--- config.mk ---
export PLATFORM = sky130hd
export DESIGN_NAME = ibex_fetch_align_fifo
export DESIGN_NICKNAME = d
export VERILOG_FILES = /design/src/rtl/ibex_fetch_align_fifo.sv
export SDC_FILE = /design/constraint.sdc
export NUM_CORES = 1
export LEC_CHECK = 0
export ABC_AREA = 0
export BUFFER_PORTS_ARGS = -buffer_cell sky130_fd_sc_hd__buf_2
export CAP_MARGIN = 25
export CORE_MARGIN = 4
export CORE_UTILIZATION = 40
export DETAILED_ROUTE_END_ITERATION = 12
export PLACE_DENSITY_LB_ADDON = 0.15
export SLEW_MARGIN = 15
export SYNTH_ARGS = -nofsm -noshare
export SYNTH_HDL_FRONTEND = slang
export SYNTH_SLANG_ARGS = --single-unit
--- constraint.sdc ---
create_clock -name clk_i -period 3.5 [get_ports clk_i]
set_input_delay 0 -clock clk_i [delete_from_list [all_inputs] [get_ports clk_i]]
set_output_delay 0 -clock clk_i [all_outputs]
set_load 0.005 [all_outputs]
--- src/rtl/ibex_fetch_align_fifo.sv ---
// Fetch alignment buffer: stores word-aligned fetch responses and presents
// each instruction starting at bit 0, together with its PC and fault status.
// A 32-bit instruction that starts in the upper half of a word is stitched
// together from the two oldest stored words.
module ibex_fetch_align_fifo #(
  parameter int DEPTH = 3
) (
  input  logic        clk_i,
  input  logic        rst_i,
  input  logic        clear_i,
  input  logic [31:0] clear_addr_i,
  input  logic        in_valid_i,
  input  logic [31:0] in_rdata_i,
  input  logic        in_err_i,
  output logic        in_ready_o,
  output logic        out_valid_o,
  input  logic        out_ready_i,
  output logic [31:0] out_rdata_o,
  output logic [31:0] out_addr_o,
  output logic        out_err_o
);

  localparam int PTR_W = (DEPTH > 1) ? $clog2(DEPTH) : 1;
  localparam int CNT_W = $clog2(DEPTH + 1);
  localparam logic [CNT_W-1:0] CNT_FULL = CNT_W'(DEPTH);
  localparam logic [CNT_W-1:0] CNT_TWO  = CNT_W'(2);
  localparam logic [PTR_W-1:0] PTR_LAST = PTR_W'(DEPTH - 1);

  // Word storage; contents need no reset because count_reg says what is live.
  logic [31:0] mem_data [DEPTH];
  logic        mem_err  [DEPTH];

  logic [PTR_W-1:0] rd_ptr_reg, rd_ptr_next;
  logic [PTR_W-1:0] wr_ptr_reg, wr_ptr_next;
  logic [PTR_W-1:0] rd1_ptr;
  logic [CNT_W-1:0] count_reg, count_next;
  logic [31:0]      addr_reg, addr_next;

  logic [31:0] w0_data, w1_data;
  logic        w0_err, w1_err;
  logic        has1, has2;
  logic        unaligned, w0_upper_full;
  logic        is_comp, fire, pop, push;

  // Oldest and next-oldest words, plus the derived alignment view.
  always_comb begin
    rd1_ptr       = (rd_ptr_reg == PTR_LAST) ? '0 : rd_ptr_reg + 1'b1;
    w0_data       = mem_data[rd_ptr_reg];
    w0_err        = mem_err[rd_ptr_reg];
    w1_data       = mem_data[rd1_ptr];
    w1_err        = mem_err[rd1_ptr];
    has1          = (count_reg != '0);
    has2          = (count_reg >= CNT_TWO);
    unaligned     = addr_reg[1];
    w0_upper_full = (w0_data[17:16] == 2'b11);
  end

  // Output view. An unaligned 32-bit instruction with a faulted first half is
  // released immediately so the fault is not stuck waiting for a second word.
  always_comb begin
    in_ready_o = (count_reg < CNT_FULL);
    out_addr_o = addr_reg;
    if (!unaligned) begin
      out_rdata_o = w0_data;
      out_valid_o = has1;
      out_err_o   = has1 & w0_err;
    end else begin
      out_rdata_o = {(has2 ? w1_data[15:0] : 16'h0000), w0_data[31:16]};
      if (!w0_upper_full) begin
        out_valid_o = has1;
        out_err_o   = has1 & w0_err;
      end else begin
        out_valid_o = has2 | (has1 & w0_err);
        out_err_o   = has1 & (w0_err | (has2 & w1_err));
      end
    end
  end

  // Handshakes. A word is retired once its last halfword has been consumed:
  // aligned compressed leaves the upper half still pending.
  always_comb begin
    is_comp = (out_rdata_o[1:0] != 2'b11);
    fire    = out_valid_o & out_ready_i & ~clear_i;
    pop     = fire & (unaligned | ~is_comp);
    push    = in_valid_i & in_ready_o & ~clear_i;
  end

  // Next-state for pointers, occupancy and PC; clear overrides everything.
  always_comb begin
    rd_ptr_next = rd_ptr_reg;
    wr_ptr_next = wr_ptr_reg;
    count_next  = count_reg;
    addr_next   = addr_reg;
    if (clear_i) begin
      rd_ptr_next = '0;
      wr_ptr_next = '0;
      count_next  = '0;
      addr_next   = {clear_addr_i[31:1], 1'b0};
    end else begin
      if (pop) begin
        rd_ptr_next = rd1_ptr;
      end
      if (push) begin
        wr_ptr_next = (wr_ptr_reg == PTR_LAST) ? '0 : wr_ptr_reg + 1'b1;
      end
      count_next = count_reg + CNT_W'(push) - CNT_W'(pop);
      if (fire) begin
        addr_next = addr_reg + (is_comp ? 32'd2 : 32'd4);
      end
    end
  end

  // State register with asynchronous reset.
  always_ff @(posedge clk_i or posedge rst_i) begin
    if (rst_i) begin
      rd_ptr_reg <= '0;
      wr_ptr_reg <= '0;
      count_reg  <= '0;
      addr_reg   <= '0;
    end else begin
      rd_ptr_reg <= rd_ptr_next;
      wr_ptr_reg <= wr_ptr_next;
      count_reg  <= count_next;
      addr_reg   <= addr_next;
    end
  end

  // Storage write at the tail.
  always_ff @(posedge clk_i) begin
    if (push) begin
      mem_data[wr_ptr_reg] <= in_rdata_i;
      mem_err[wr_ptr_reg]  <= in_err_i;
    end
  end

endmodule

==> flow_metrics.py <==
metrics = {
    "run_status": {
        "status": "complete, no violations",
    },
    "detailed_routing": {
        "vias": 5049,
        "drt_first_pass_iters": 5,
        "drt_iter0_markers": 253,
        "vias_per_cell": 5.05,
        "detail-route-antenna-nets": 0,
        "drc": 0,
        "wire_per_inst_um": 15.9,
        "routed_wl_um": 15900,
    },
    "timing": {
        "fin_tns_setup_ns": 0,
        "fin_crit_ns": 3.11,
        "hold_slack_ns": 0.0279,
        "finalCritPeriodShare_pct": 89.0,
        "fin_skew_ns": 0.00954,
        "setup_viol": 0,
        "worst_pin_slew_ns": 0.915,
        "maxSlewViolCount": 0,
        "finalHoldViolCount": 0,
        "fmax_mhz": 321,
        "relSlewSlack_pct": 38.9,
        "rsz0062_at_grt": "no",
    },
    "yosys": {
        "syn-instance-count": 565,
        "synth_top_family_by_area": "multiplexers",
        "synth-simple-area-share_pct": 10.7,
        "seq_area_frac_synth_pct": 59.2,
        "synth_area_um2": 6590,
        "synth_mux_area_share_pct": 11.6,
        "synth-edff-count": 99,
        "ys_ff_latch": 136,
        "synth.yosys.warnings": 0,
        "synth_xor_area_share_pct": 3.19,
        "synth_compound_gate_area_share_pct": 11.1,
        "synth.distinct_cells": 52,
        "synth.avg_cell_area_um2": 11.7,
        "yosys_most_used_dff": "edfxtp_1",
        "synth_fp_nets": 641,
        "synthAdderAreaFrac_pct": 1.25,
        "async_flop_share_pct": 27.2,
    },
    "floorplan": {
        "die-area_um2": 18600,
        "fp-row-count": 46,
        "core_area_um2": 16000,
        "top_level_ports": 137,
        "die_w_um": 136,
        "start_util_pct": 41.2,
        "die_height_um": 136,
    },
    "setup_path": {
        "r2r_slack_ns": 0.39,
        "startpoint_type": "flop",
        "path_max_fanout": 11,
        "crit_type": "flop to flop",
        "cp.required_ns": 3.76,
        "critPathCaptureType": "flop",
        "arrival_ns": 3.38,
    },
    "clock_tree": {
        "cts_tree": "done",
        "cts.sinks": 136,
        "cts_max_level": 4,
        "clk_pin_slew_ns": 0.06,
        "numCtsBuffers": 17,
        "clk_path_buf_depth": 2,
        "clock_latency_ns": 0.41,
        "cts-root-buf": "clkbuf_16",
    },
    "cells_and_area": {
        "drive_above_1_share_pct": 26.2,
        "nNetsFinal": 846,
        "final_cells": 999,
        "fillers": 1437,
        "syn2layout_area_growth_pct": 33.7,
        "largest_reg_flops": 96,
        "fin_util_pct": 55.1,
        "diodes": 0,
        "regMostFlops": "mem_data",
    },
    "global_route": {
        "grt_max_degree": 62,
        "grtUsageTotal_pct": 17.7,
        "grt_pass1_vias": 5142,
        "overflow": 0,
        "grt_pass1_wl_um": 25500,
        "antenna_found_initial": 0,
    },
    "run": {
        "maxCapViolCount": 0,
    },
    "hold_path": {
        "hp-class": "input port to flop",
    },
    "placement": {
        "hpwl_um": 10200,
        "dp_cells": 900,
        "port_buffers": 134,
        "place_congestion": 0.802,
    },
    "power": {
        "ir_drop_mv": 0.372,
        "cellPowerDensity_nw_per_um2": 479,
        "p_leak_nw": 3.44,
    },
}
==> path summary, 6_finish.rpt <==
check | start | depth (start not counted) | endpoint
max in group asynchronous | rst_i | 4 | rd_ptr_reg[0]
min in group asynchronous | rst_i | 4 | out_addr_o[3]
worst max-delay path | rd_ptr_reg[0] | 13 | out_addr_o[21]
worst max register to register | rd_ptr_reg[0] | 13 | out_addr_o[21]
worst min-delay path | in_valid_i | 4 | wr_ptr_reg[1]
worst min register to register | out_addr_o[31] | 2 | out_addr_o[31]
==> final cells by class <==
type	instances	area, µm²	area share, %
Tap cell	216	270	3.07
Timing Repair Buffer	217	1460	16.5
Clock buffer	17	425	4.83
Sequential cell	136	3900	44.3
Inverter	17	63.8	0.724
Multi-Input combinational cell	381	2540	28.8
Clock inverter	15	150	1.70
==> report_power, final <==
| part | switching, mW | internal, mW | leakage, nW |
|---|---|---|---|
| combinational | 0.325 | 0.301 | 1.81 |
| clock | 0.668 | 1.05 | 0.281 |
| sequential | 0.0653 | 1.81 | 1.35 |
| total | 1.06 | 3.16 | 3.44 |
==> metrics by stage <==
stage	total power, mW	cell area, µm²	worst slack, ns
final	4.22	8810	0.385
after global routing	4.41	8810	0.105
after CTS	4.27	8780	0.144
after detailed placement	2.48	7560	0.164
after global placement	2.46	7560	0.256
after floorplan	2.23	6600	0.527
==> kinds of logic after synthesis <==
family,Yosys count
AND/OR/NAND/NOR,159
flip-flops,136
AO/OA/AOI/OAI,119
multiplexers,72
buffers and inverters,48
XOR/XNOR,24
adder cells (fa/ha/maj),6
other,1
==> worst max-delay path, stage by stage (launching register included) <==
cell and delay [ns]:
dfrtp_2 0.43, mux4_2 0.50, nor2_1 0.10, a21oi_1 0.06, nand2_1 0.17, ha_1 0.19, inv_1 0.06, fa_1 0.37
inv_1 0.08, o311ai_2 0.28, buf_4 0.27, nor3b_1 0.23, xnor2_1 0.15, o21ai_0 0.09
==> Yosys cell counts (4+ instances only) <==
library cell	n	area share, %
edfxtp_1	99	45
nor2_1	66	3.8
mux2i_1	61	9.3
a21oi_1	53	4.0
nand2_1	41	2.3
dfrtp_1	37	14
o21ai_0	26	2.0
xnor2_1	18	2.4
clkbuf_1	17	0.97
o22ai_1	15	1.4
inv_1	14	0.80
nor3_1	13	0.99
nand3_1	12	0.91
buf_1	9	0.51
mux2_2	7	1.2
nand4_1	7	0.66
xor2_1	6	0.80
ha_1	5	0.95
a211oi_1	4	0.46
and3_1	4	0.38
nor3b_1	4	0.46
==> per-layer routing <==
metal / GRT usage (%) / part of all wire [%]
met5: 0 / 0
met4: 5.15 / 1.0
met3: 4.77 / 5.6
met2: 30.5 / 50
met1: 21.8 / 44
==> layout by cell type (no fill, tap or decap), types with 2 or more instances in the layout <==
cell and instances:
buf_2 134, edfxtp_1 99, nor2_1 66, dlygate4sd3_1 65, mux2i_1 61, a21oi_1 53, nand2_1 41, dfrtp_1 35
o21ai_0 26, xnor2_1 18, buf_4 18, clkbuf_16 17, o22ai_1 15, inv_1 14, nand3_1 12, nor3_1 12
nand4_1 7, mux2_2 7, xor2_1 6, clkinv_1 5, ha_1 5, and3_1 4, a211oi_1 4, inv_6 4
nand2b_1 3, a31oi_1 3, a311o_1 3, nor4_1 3, clkinv_4 3, mux2_4 2, o21ai_1 2, o31ai_4 2
nand3b_1 2, or3_1 2, nor3b_1 2, nor3b_4 2, clkinv_2 2, bufinv_16 2, dfrtp_2 2
==> what timing repair did <==
| item | CTS | global route |
|---|---|---|
| endpoints found under the setup margin | 0 | 5 |
| gates resized for setup | 0 | 1 |
| hold endpoints to repair | 167 | 0 |
| hold buffers | 65 | 0 |
| buffers inserted | 0 | 2 |
Power figures use the tool's default switching activity.
